File: src/rtl/layer_sequencer.sv
// layer_sequencer: walks a programmable layer table and runs one CNN engine per
// entry through a start/done handshake. Each layer has a watchdog. The block
// also selects the ping-pong activation buffer that each layer reads.
//
// Ports:
//   clk, rst_n         clock and asynchronous active-low reset
//   run, abort         run starts the table at entry 0; abort returns to IDLE
//   cfg_we/addr/engine/last  table write port, accepted only in IDLE
//   eng_start          one-hot, single-cycle start pulse to the selected engine
//   eng_done           per-engine completion pulses
//   buf_sel            buffer the current layer reads (0=A, 1=B)
//   layer_idx          current table entry
//   busy, done, error  status: busy outside IDLE, done pulse at end, sticky error
//
// Optional build macro LAYER_SEQ_PROFILE_EN adds the layer_cycles and
// total_cycles profiling outputs.
module layer_sequencer #(
  parameter int unsigned NUM_LAYERS     = 8,
  parameter int unsigned NUM_ENGINES    = 4,
  parameter int unsigned TIMEOUT_CYCLES = 1048576
) (
  input  logic                                                    clk,
  input  logic                                                    rst_n,
  input  logic                                                    run,
  input  logic                                                    abort,
  input  logic                                                    cfg_we,
  input  logic [$clog2(NUM_LAYERS > 1 ? NUM_LAYERS : 2)-1:0]      cfg_addr,
  input  logic [$clog2(NUM_ENGINES > 1 ? NUM_ENGINES : 2)-1:0]    cfg_engine,
  input  logic                                                    cfg_last,
  output logic [NUM_ENGINES-1:0]                                  eng_start,
  input  logic [NUM_ENGINES-1:0]                                  eng_done,
  output logic                                                    buf_sel,
  output logic [$clog2(NUM_LAYERS > 1 ? NUM_LAYERS : 2)-1:0]      layer_idx,
  output logic                                                    busy,
  output logic                                                    done,
  output logic                                                    error
`ifdef LAYER_SEQ_PROFILE_EN
  ,
  output logic [31:0]                                             layer_cycles,
  output logic [31:0]                                             total_cycles
`endif
);

  localparam int unsigned LW = $clog2(NUM_LAYERS > 1 ? NUM_LAYERS : 2);
  localparam int unsigned EW = $clog2(NUM_ENGINES > 1 ? NUM_ENGINES : 2);
  localparam int unsigned DW = 1 << EW;
  localparam int unsigned TW = $clog2(TIMEOUT_CYCLES > 1 ? TIMEOUT_CYCLES : 2);

  typedef enum logic [2:0] {
    IDLE,
    ISSUE,
    WAIT_DONE,
    ADVANCE,
    FINISH,
    ERROR
  } state_t;

  state_t          state;
  logic [EW-1:0]   tbl_engine [NUM_LAYERS];
  logic            tbl_last   [NUM_LAYERS];
  logic [TW-1:0]   timer;

  logic [EW-1:0]   cur_engine_c;
  logic            cur_last_c;
  logic            cur_done_c;
  logic            bad_engine_c;
  logic [DW-1:0]   done_ext_c;
  logic [DW-1:0]   start_vec_c;
  logic [TW-1:0]   timer_inc_c;

  // Current entry decode. eng_done is widened to the full index range, so an
  // out-of-range engine index never selects a real done bit.
  assign cur_engine_c = tbl_engine[layer_idx];
  assign cur_last_c   = tbl_last[layer_idx];
  assign done_ext_c   = DW'(eng_done);
  assign cur_done_c   = done_ext_c[cur_engine_c];
  assign start_vec_c  = DW'(1) << cur_engine_c;
  assign timer_inc_c  = timer + TW'(1);

  // An engine index can be out of range only when NUM_ENGINES is not a power of two.
  if (DW == NUM_ENGINES) begin : g_full_range
    assign bad_engine_c = 1'b0;
  end else begin : g_partial_range
    assign bad_engine_c = (cur_engine_c >= EW'(NUM_ENGINES));
  end

  // Sequencer FSM with its registered outputs and the layer table.
  always_ff @(posedge clk or negedge rst_n) begin
    if (!rst_n) begin
      state     <= IDLE;
      eng_start <= '0;
      buf_sel   <= 1'b0;
      layer_idx <= '0;
      busy      <= 1'b0;
      done      <= 1'b0;
      error     <= 1'b0;
      timer     <= '0;
`ifdef LAYER_SEQ_PROFILE_EN
      layer_cycles <= '0;
`endif
      for (int i = 0; i < NUM_LAYERS; i++) begin
        tbl_engine[i] <= '0;
        tbl_last[i]   <= 1'b1;
      end
    end else begin
      eng_start <= '0;
      done      <= 1'b0;
      // abort overrides run, eng_done and timeout; error is left as it is
      if (abort && (state != IDLE)) begin
        state <= IDLE;
        busy  <= 1'b0;
      end else begin
        case (state)
          IDLE: begin
            if (cfg_we) begin
              tbl_engine[cfg_addr] <= cfg_engine;
              tbl_last[cfg_addr]   <= cfg_last;
            end
            if (run) begin
              state     <= ISSUE;
              layer_idx <= '0;
              buf_sel   <= 1'b0;
              error     <= 1'b0;
              busy      <= 1'b1;
            end
          end
          ISSUE: begin
            if (bad_engine_c) begin
              state <= ERROR;
            end else begin
              eng_start <= NUM_ENGINES'(start_vec_c);
              timer     <= '0;
              state     <= WAIT_DONE;
            end
          end
          WAIT_DONE: begin
            // timer counts WAIT_DONE cycles including the done cycle; done beats expiry
            timer <= timer_inc_c;
            if (cur_done_c) begin
              state <= ADVANCE;
            end else if (timer_inc_c == TW'(TIMEOUT_CYCLES - 1)) begin
              state <= ERROR;
            end
          end
          ADVANCE: begin
            buf_sel <= ~buf_sel;
`ifdef LAYER_SEQ_PROFILE_EN
            layer_cycles <= 32'(timer);
`endif
            if (cur_last_c || (layer_idx == LW'(NUM_LAYERS - 1))) begin
              state <= FINISH;
            end else begin
              layer_idx <= layer_idx + LW'(1);
              state     <= ISSUE;
            end
          end
          FINISH: begin
            done  <= 1'b1;
            busy  <= 1'b0;
            state <= IDLE;
          end
          ERROR: begin
            error <= 1'b1;
            busy  <= 1'b0;
            state <= IDLE;
          end
          default: begin
            busy  <= 1'b0;
            state <= IDLE;
          end
        endcase
      end
    end
  end

`ifdef LAYER_SEQ_PROFILE_EN
  // Busy-cycle counter: cleared by an accepted run, saturating, holds in IDLE.
  always_ff @(posedge clk or negedge rst_n) begin
    if (!rst_n) begin
      total_cycles <= '0;
    end else if (state == IDLE) begin
      if (run) begin
        total_cycles <= '0;
      end
    end else if (total_cycles != '1) begin
      total_cycles <= total_cycles + 32'd1;
    end
  end
`endif

endmodule
File: config.mk
export PLATFORM = sky130hd
export DESIGN_NAME = layer_sequencer
export DESIGN_NICKNAME = d
export VERILOG_FILES = /design/src/rtl/layer_sequencer.sv
export SDC_FILE = /design/constraint.sdc
export NUM_CORES = 1
export LEC_CHECK = 0
export ABC_AREA = 0
export BUFFER_PORTS_ARGS = -buffer_cell sky130_fd_sc_hd__buf_2
export CAP_MARGIN = 20
export CELL_PAD_IN_SITES_DETAIL_PLACEMENT = 0
export CELL_PAD_IN_SITES_GLOBAL_PLACEMENT = 1
export CORE_MARGIN = 8
export CORE_UTILIZATION = 40
export CTS_BUF_LIST = sky130_fd_sc_hd__clkbuf_4 sky130_fd_sc_hd__clkbuf_8
export CTS_CLUSTER_SIZE = 8
export DETAILED_ROUTE_END_ITERATION = 10
export PLACE_DENSITY_LB_ADDON = 0.1
export REMOVE_ABC_BUFFERS = 1
export SYNTH_ARGS = -nofsm -noshare
export SYNTH_HDL_FRONTEND = slang
export SYNTH_SLANG_ARGS = --single-unit
File: constraint.sdc
create_clock -name clk -period 2.6 [get_ports clk]
set_input_delay 0.13 -clock clk [delete_from_list [all_inputs] [get_ports clk]]
set_output_delay 0.13 -clock clk [all_outputs]
set_load 0.05 [all_outputs]
==> results of run 1 <==
[flip-flops by register name, indices dropped and copies added (netlist names)]
| name | count |
|---|---|
| timer | 20 |
| tbl_engine | 16 |
| tbl_last | 8 |
| eng_start | 4 |
| layer_idx | 3 |
| state | 3 |
| buf_sel | 1 |
| busy | 1 |
| done | 1 |
| error | 1 |
[critical path, cell delays in order, from the launching register on]
cell	delay (ps)
dfrtp_1	520
mux4_1	600
mux2_4	310
mux4_2	470
or2_0	240
a21oi_2	170
o21bai_1	130
[logic make-up after synthesis]
family                   share of synthesized area, %
adder cells (fa/ha/maj)                          1.59
XOR/XNOR                                         1.39
AO/OA/AOI/OAI                                    15.6
AND/OR/NAND/NOR                                  16.6
multiplexers                                     15.2
buffers and inverters                            3.14
flip-flops                                       46.4
[cells in the final DEF, fill, tap and decap left out, drive strengths merged, types with 2 or more instances in the layout]
cell type | Yosys | layout
inv | 6 | 6
or4 | 3 | 3
nor2 | 20 | 20
a211oi | 3 | 3
o21a | 2 | 2
or3 | 2 | 2
a2111oi | 2 | 2
nand3b | 3 | 3
o21ai | 26 | 26
xnor2 | 4 | 4
mux4 | 6 | 6
mux2 | 29 | 29
o211ai | 2 | 2
and2 | 2 | 2
nand4 | 9 | 9
nand2b | 4 | 4
and3 | 4 | 4
nor4 | 3 | 3
nand3 | 8 | 8
buf | 5 | 43
nor3b | 4 | 4
nor3 | 7 | 7
dfstp | 8 | 8
nand2 | 19 | 19
clkbuf | 12 | 13
nor2b | 5 | 5
dfrtp | 50 | 50
o31ai | 14 | 14
a21oi | 13 | 13
o41ai | 3 | 3
a31oi | 4 | 4
ha | 4 | 4
and4 | 2 | 2
[area by class of cell]
| type | count | area (µm²) |
|---|---|---|
| Clock buffer | 13 | 173 |
| Clock inverter | 2 | 35.0 |
| Fill cell | 738 | 4010 |
| Inverter | 6 | 22.5 |
| Multi-Input combinational cell | 217 | 1590 |
| Sequential cell | 58 | 1460 |
| Tap cell | 102 | 128 |
| Timing Repair Buffer | 44 | 270 |
[metal layers]
metal  vias up  share of wire [%]
li1       1205                  -
met1      1185                 47
met2        45                 49
met3        10                2.7
met4         0                1.5
met5         -                  0
[worst paths after layout]
check                              start       endpoint  slack [ps]  depth (start not counted)
setup / recovery            layer_idx[0]       state[1]          90                          6
hold / removal             cfg_engine[1]  tbl_engine[9]         130                          2
setup reg to reg            layer_idx[0]       state[1]          90                          6
hold reg to reg                  buf_sel        buf_sel         490                          1
max in group asynchronous          rst_n    tbl_last[6]        1620                          3
min in group asynchronous          rst_n   eng_start[2]         230                          2
[repair_timing]
action / CTS / global route
hold buffers: 1 / 0
hold endpoints to repair: 12 / 0
resized for setup: 0 / 0
[power breakdown]
group / switching [mW] / leakage, nW / total [mW] / internal (mW)
clock network: 0.353 / 0.109 / 0.879 / 0.526
registers: 0.138 / 0.745 / 1.33 / 1.19
logic: 0.533 / 0.688 / 0.998 / 0.465
total: 1.02 / 1.54 / 3.20 / 2.18
==> implementation parameters, run 1 <==
Parameter                              Value

Status
  Run status    complete, no violations

Routing
  Number of DRC markers after the initial detailed-route iteration    123
  Overall routed net length    7.38 mm
  Pre-Repair DR Iteration Count    4
  DR vias    2445
  DR vias/cell    5.53
  Final antenna-violating net count    0
  DR DRC count    0
  Final routed wire length divided by cell count    16.7 µm

Placement
  Setup slack at placement    99.1 ps
  Placed wire-length estimate after detailed placement    5.38 mm
  PortBufs    25
  Placer's final routability congestion estimate    0.733
  Cell area reported after detailed placement    3460 µm²
  Post-placement cell count    426

Flow run
  Reported max-cap violation count    0

Timing
  Final Hold Violating Endpoints    0
  Final worst-path cycle share    96.7%
  RSZ-0062 raised after global routing    false
  Max Slew Vio Count    0
  Max-Slew Margin vs Limit    55.2%
  Worst hold slack    131 ps
  Total negative slack    0 ps
  Clock tree skew after final layout    7.22 ps
  Setup-failing EPs final    0
  Min Tclk post-route    2510 ps
  Slew at the pin closest to its max-slew limit    671 ps
  Timing-limited maximum frequency    0.398 GHz
  Final WS setup    87.0 ps

Synth
  Cell type with the highest aggregate area in the netlist    dfrtp_1
  Post-synth top cells    dfrtp_1 (50), mux2_2 (28), o21ai_0 (26)
  Distinct cell type count of the synthesized netlist    52
  Sequential element share of the synthesized area    46.4%
  Fraction of synthesized cell area taken by the top area cell type    39.7%
  Dominant register cell in the synthesized netlist    dfrtp_1
  Yosys warns    0
  Post-synthesis average cell area    10.6 µm²
  Count of flip-flops with a built-in enable after synthesis    0
  Number of storage elements in the synthesis netlist    58
  Cells after Synth    298
  Synth top area cells    dfrtp_1 (40%), mux2_2 (10%), dfstp_2 (6.7%)
  Proportion of synthesized flip-flops having asynchronous set or reset    100%
  Netlist area before placement    3150 µm²
  Cell with the most instances after synthesis    dfrtp_1

Power and ir drop
  Static Leakage    1.54 nW
  Total chip power    3.20 mW
  Peak supply drop    0.426 mV
  Power Density    871 nW/µm²

CTS
  Clock latency at the later pin of the worst-skew pair    330 ps
  Post-CTS clock slew at the launch and capture registers of the worst setup and hold paths    70 ps
  Clock tree root buffer cell    clkbuf_8
  Bufs on Longest Clock Path    2
  Post-CTS Setup Bufs    0
  Maximum level of the CTS H-tree    3
  Clock tree from TritonCTS    done
  Number of buffers added by the clock tree synthesis step    9
  Num Clock Sinks    58

Floorplan
  Count of standard-cell rows    32
  Chip width    105 µm
  Die Ht    105 µm
  Core outline area    7690 µm²
  Boundary pin count    26
  Starting density of the core    41.0%
  Die Footprint    11000 µm²

Worst setup path
  Critical path startpoint category    register
  Crit Path Max Fanout    7
  Critical path endpoint category    register
  Required time of the worst setup path    2850 ps
  Crit path kind    register to register
  Data arrival, critical path    2760 ps

Global routing
  GRT Resource Usage Total    13.8%
  Most crowded layer after global routing    met2
  Initial antenna violation count    0
  Overflow left after global routing    0
  Met1 Resource Use GR    17.2%
  Global-route wire length before repair    12.4 mm
  Vias in the first global route    2496
  Largest net degree at the start of global routing    30
  Met3 usage in global routing    3.13%
  Met2 track demand over resource in global routing    22.5%

Cells and area
  Antenna diodes    0
  Fraction of layout instances using a drive strength above 1    29.7%
  Layout-stage area growth over the synthesis result    16.8%
  Final cell area excluding filler cells    3680 µm²
  Number of standard cells in the final layout excluding fillers    442
  Final core utilization    47.9%
  Final layout net count    355

Worst hold path
  Type of the tightest min-delay check    primary input to register
Note: power is estimated with default switching activity, not from simulation.
==> run 2, diff against run 1 <==
Settings changed: CORE_MARGIN 8 to not set.
==> run 2 against run 1 <==
  * Sequential share of layout area is 0.44 points lower
  * Wire length is 1.2% lower
  * Sequential power hardly changed
  * Global-route usage is 5.8 points higher
  * Critical path depth is 1 higher
  * Cell count stayed put
  * Setup slack better by 5.5 ps
  * Largest power group unchanged
==> implementation parameters, run 2 (same netlist as run 1, synthesis figures left out) <==
Parameter                              Value

Status
  Run status    complete, no violations

Worst setup path
  Crit Path Max Fanout    7 (unchanged)
  Required time of the worst setup path    2860 ps (about the same)
  Critical path endpoint category    register
  Data arrival, critical path    2770 ps (about the same)
  Critical path startpoint category    register
  Crit path kind    register to register

Timing
  Setup-failing EPs final    0 (unchanged)
  Max Slew Vio Count    0 (unchanged)
  Final worst-path cycle share    96.4% (-0.21 points)
  RSZ-0062 raised after global routing    false
  Slew at the pin closest to its max-slew limit    719 ps (+47.7 ps)
  Min Tclk post-route    2510 ps (-5.53 ps)
  Worst hold slack    115 ps (-16.3 ps)
  Total negative slack    0 ps (unchanged)
  Timing-limited maximum frequency    0.399 GHz (+0.22%)
  Clock tree skew after final layout    5.01 ps (-2.20 ps)
  Final Hold Violating Endpoints    0 (unchanged)
  Max-Slew Margin vs Limit    52.1% (-3.2 points)

Global routing
  Overflow left after global routing    0 (unchanged)
  GRT Resource Usage Total    19.6% (+5.8 points)
  Largest net degree at the start of global routing    45 (+50%)
  Global-route wire length before repair    12.6 mm (+1.4%)
  Vias in the first global route    2466 (-1.2%)
  Initial antenna violation count    0 (unchanged)

Floorplan
  Die Ht    90.8 µm (-13%)
  Starting density of the core    42.3% (+1.3 points)
  Die Footprint    8240 µm² (-25%)
  Chip width    90.8 µm (-13%)
  Core outline area    7450 µm² (-3.1%)
  Boundary pin count    26 (unchanged)
  Count of standard-cell rows    31 (-3.1%)

CTS
  Maximum level of the CTS H-tree    3 (unchanged)
  Num Clock Sinks    58 (unchanged)
  Clock tree from TritonCTS    done
  Post-CTS clock slew at the launch and capture registers of the worst setup and hold paths    70 ps (about the same)
  Bufs on Longest Clock Path    2 (unchanged)
  Clock tree root buffer cell    clkbuf_8
  Number of buffers added by the clock tree synthesis step    9 (unchanged)
  Post-CTS Setup Bufs    0 (unchanged)
  Clock latency at the later pin of the worst-skew pair    340 ps (about the same)

Cells and area
  Storage cell area    1460 µm² (unchanged)
  Final layout net count    357 (+0.56%)
  Max reg flops    20 (unchanged)
  Final core utilization    50.0% (+2.1 points)
  Most frequent standard cell in the layout excluding fill and tap cells    dfrtp_1
  Area used by multi-input combinational logic    1600 µm² (+0.47%)
  Antenna diodes    0 (unchanged)
  Registers with the most flip-flops    timer: 20 flops, tbl_engine: 16 flops, tbl_last: 8 flops
  Fraction of layout instances using a drive strength above 1    30.9% (+1.2 points)
  Highest-count cells in the layout ignoring fill and taps    dfrtp_1 (50), mux2_2 (28), o21ai_0 (26)
  Layout-stage area growth over the synthesis result    18.1%
  Top reg by flops    timer
  Number of fillers in the final layout    703 (-4.7%)
  Final cell area excluding filler cells    3720 µm² (+1.1%)

Flow run
  Reported max-cap violation count    0 (unchanged)

Routing
  Final antenna-violating net count    0 (unchanged)
  DR vias/cell    5.58 (+0.86%)
  DR vias    2466 (+0.86%)
  Number of DRC markers after the initial detailed-route iteration    55 (-55%)
  DR DRC count    0 (unchanged)
  Overall routed net length    7.29 mm (-1.2%)
  Final routed wire length divided by cell count    16.5 µm (-1.2%)
  Pre-Repair DR Iteration Count    4 (unchanged)

Worst hold path
  Type of the tightest min-delay check    primary input to register

Placement
  PortBufs    25 (unchanged)
  Placed wire-length estimate after detailed placement    5.08 mm (-5.6%)
  Cell area reported after detailed placement    3470 µm² (+0.11%)
  Placer's final routability congestion estimate    0.793 (+8.2%)

Power and ir drop
  Static Leakage    1.56 nW (+1.3%)
  Power Density    887 nW/µm² (+1.9%)
  Peak supply drop    0.616 mV (+45%)
-- run 2: changes by cell type in the layout (fill, tap and decap cells not counted), sizes merged --
cell	delta
buf	+2
bufinv	+1
clkbuf	-3
clkinv	+3
-- run 2: repair_timing --
action,in CTS,in global routing
resized for setup,0,2
setup endpoints to repair,0,1
hold endpoints to repair,34,0
hold buffers,1,0
-- run 2: report_power, final --
group	switching [mW]	internal (mW)
logic	0.536	0.485
registers	0.159	1.19
clock network	0.373	0.559
-- run 2: worst paths after layout --
| kind | startpoint | cells past startpoint | to | slack (ps) |
|---|---|---|---|---|
| max | layer_idx[0] | 7 | state[1] | 90 |
| min reg2reg | buf_sel | 1 | buf_sel | 480 |
| min in group asynchronous | rst_n | 2 | buf_sel | 120 |
| max in group asynchronous | rst_n | 4 | timer[5] | 1860 |
| min | run | 3 | busy | 110 |
| max reg2reg | layer_idx[0] | 7 | state[1] | 90 |
-- run 2: layout make-up --
cell class | instances | share of cell area, %
Sequential cell | 58 | 39.3
Multi-Input combinational cell | 217 | 42.9
Inverter | 6 | 0.605
Timing Repair Buffer | 46 | 8.00
Clock buffer | 10 | 3.70
Tap cell | 99 | 3.33
Clock inverter | 6 | 2.15
-- run 2: per-layer routing --
layer  vias to the layer above  track usage [%]  share of wire, %
met4                         0             6.99               1.3
met5                         -                0                 0
met3                         9             5.56               3.3
met1                      1219             28.4                52
met2                        32             27.6                43
li1                       1206                -                 -
-- run 2: critical path: stages (launching register included) --
cell and delay, ps:
dfrtp_1 500, buf_4 210, mux2_2 340, mux4_2 520
mux4_2 340, or2_0 230, a21oi_2 160, o21bai_1 130
-- run 2: through the flow --
stage          setup WS (ps)  std cells  power [mW]
4_1_cts                  100        441        3.32
2_1_floorplan           -143        281        2.05
3_3_place_gp             201        424        2.37
5_1_grt                 12.1        442        3.49
6_report                92.6        442        3.30
3_5_place_dp             121        424        2.38
==> run 3, diff against run 2 <==
Settings changed: CELL_PAD_IN_SITES_DETAIL_PLACEMENT 0 to 2, CELL_PAD_IN_SITES_GLOBAL_PLACEMENT 1 to 2.
==> run 3 against run 2 <==
  * Sequential power hardly changed
  * Largest cell class unchanged
  * Critical endpoint is now state[0]
  * Critical path depth unchanged
  * Global-route usage is 5.6 points higher
  * Fmax increased by 1.8%
==> implementation parameters, run 3 (same netlist as run 1, synthesis figures left out) <==
Parameter                              Value

Cells and area
  Number of standard cells in the final layout excluding fillers    441 (-0.23%)
  Top reg by flops    timer
  Registers with the most flip-flops    timer: 20 flops, tbl_engine: 16 flops, tbl_last: 8 flops
  Highest-count cells in the layout ignoring fill and taps    dfrtp_1 (49), mux2_2 (28), o21ai_0 (26)
  Final layout net count    356 (-0.28%)
  Antenna diodes    0 (unchanged)
  Fraction of layout instances using a drive strength above 1    31.3% (+0.38 points)
  Most frequent standard cell in the layout excluding fill and tap cells    dfrtp_1
  Layout-stage area growth over the synthesis result    18.6%
  Max reg flops    20 (unchanged)

Worst setup path
  Crit path kind    register to register
  Critical R2R Capture    state[0]
  Worst R2R Start    timer[0]
  Worst path top cell family by delay    compound AO/OA/AOI/OAI gates
  Crit-path slowest cell    dfrtp_1
  Largest incremental delay on the critical path    460 ps (-60 ps)
  Ordered cell list for the critical path    ha_2, and3_1, a32oi_1, o32a_1, a2111oi_4, a21oi_2, a2111oi_1
  Critical path startpoint category    register
  Crit Path Max Fanout    7 (unchanged)
  Count of cells along the worst register-to-register path    7 (unchanged)
  Buffers and inverters on the worst path    0 (-1)
  Critical path endpoint category    register
  Data arrival, critical path    2690 ps (-80 ps)
  R2R setup slack    140 ps (+40 ps)
  Required time of the worst setup path    2820 ps (-40 ps)

Routing
  Final antenna-violating net count    0 (unchanged)
  DR vias/cell    5.95 (+6.7%)
  DR DRC count    0 (unchanged)
  DR vias    2625 (+6.4%)
  Overall routed net length    9.64 mm (+32%)
  Number of DRC markers after the initial detailed-route iteration    67 (+22%)
  Final routed wire length divided by cell count    21.9 µm (+33%)
  Pre-Repair DR Iteration Count    4 (unchanged)

Global routing
  Overflow left after global routing    0 (unchanged)
  Vias in the first global route    2852 (+16%)
  Largest net degree at the start of global routing    59 (+31%)
  Initial antenna violation count    0 (unchanged)
  Global-route wire length before repair    15.6 mm (+24%)
  GRT Resource Usage Total    25.2% (+5.6 points)

Placement
  Placed wire-length estimate after detailed placement    6.52 mm (+28%)
  Post-placement cell count    424 (unchanged)
  Placer's final routability congestion estimate    0.816 (+3.0%)
  PortBufs    25 (unchanged)
  Setup slack at placement    77.3 ps (-44.0 ps)

Floorplan
  Core outline area    7450 µm² (unchanged)
  Boundary pin count    26 (unchanged)
  Die Ht    90.8 µm (unchanged)
  Chip width    90.8 µm (unchanged)
  Starting density of the core    42.3% (unchanged)
  Die Footprint    8240 µm² (unchanged)
  Count of standard-cell rows    31 (unchanged)

Timing
  Min Tclk post-route    2460 ps (-44.6 ps)
  Setup-failing EPs final    0 (unchanged)
  Clock tree skew after final layout    7.44 ps (+2.43 ps)
  Timing-limited maximum frequency    0.406 GHz (+1.8%)
  Slew at the pin closest to its max-slew limit    761 ps (+41.6 ps)
  Worst hold slack    114 ps (-0.869 ps)
  Max Slew Vio Count    0 (unchanged)
  Max-Slew Margin vs Limit    49.3% (-2.8 points)
  Final WS setup    137 ps (+44.6 ps)
  Total negative slack    0 ps (unchanged)
  Final Hold Violating Endpoints    0 (unchanged)
  Final worst-path cycle share    94.7% (-1.7 points)

Flow run
  Reported max-cap violation count    0 (unchanged)

CTS
  Maximum level of the CTS H-tree    3 (unchanged)
  Clock tree root buffer cell    clkbuf_8
  Post-CTS clock slew at the launch and capture registers of the worst setup and hold paths    80 ps (about the same)
  Number of buffers added by the clock tree synthesis step    9 (unchanged)
  Clock latency at the later pin of the worst-skew pair    350 ps (about the same)
  Bufs on Longest Clock Path    2 (unchanged)
  Num Clock Sinks    58 (unchanged)
  Clock tree from TritonCTS    done

Power and ir drop
  Power Density    920 nW/µm² (+3.7%)
  Total chip power    3.44 mW (+4.1%)
  Static Leakage    1.56 nW (-0.11%)
  Peak supply drop    0.416 mV (-32%)

Worst hold path
  Type of the tightest min-delay check    primary input to register
  Count of cells along the worst hold path    3 (unchanged)
  Origin of the worst min-delay path    run
  Endpoint with the worst hold slack    busy

Status
  Run status    complete, no violations
-- run 3: changes by cell type in the layout (fill, tap and decap cells not counted), sizes merged --
cell	change
buf	-1
clkbuf	-1
clkinv	-1
clkinvlp	+1
inv	+1
-- run 3: how the worst max path moves through the flow --
stage / from / end / cells after the start
after floorplan: layer_idx[0] / state[0] / 6
final: timer[0] / state[0] / 7
after global placement: layer_idx[0] / state[1] / 6
after detailed placement: timer[0] / state[0] / 7
after global routing: timer[0] / state[0] / 7
after CTS: timer[0] / state[0] / 7
-- run 3: through the flow --
step           util, %  area (µm²)
3_5_place_dp      46.5        3470
3_3_place_gp      46.5        3470
4_1_cts           49.7        3700
2_1_floorplan        -        3070
6_report          50.2        3740
5_1_grt           50.2        3740
-- run 3: cell type report --
cell class	instances	area, µm²
repair buffers	45	278
flip-flops and latches	58	1460
clock buffers	9	124
fillers	788	3710
well taps	99	124
multi-input cells	217	1620
inverters	6	22.5
clock inverters	7	103
-- run 3: timing repair --
action,in CTS,in global routing
hold buffers,1,0
setup buffers,0,0
gates resized for setup,0,6
hold endpoints to repair,50,0
endpoints found under the setup margin,0,3
-- run 3: per-layer routing --
metal / vias up / global-route usage (%) / share of wire [%]
met2: 34 / 40.7 / 49
met1: 1370 / 32.8 / 48
met5: - / 0 / 0
met4: 0 / 9.27 / 1.7
met3: 17 / 5.72 / 2.1
li1: 1204 / - / -
-- run 3: worst reg2reg max path, cell delays in order, from the launching register on --
cell and delay [ps]:
dfrtp_1 460, ha_2 300, and3_1 280, a32oi_1 140, o32a_1 340, a2111oi_4 330, a21oi_2 130, a2111oi_1 360
-- run 3: power by group --
group	switching, mW	leakage, nW	internal [mW]
registers	0.194	0.744	1.19
clock network	0.424	0.110	0.547
logic	0.599	0.706	0.483
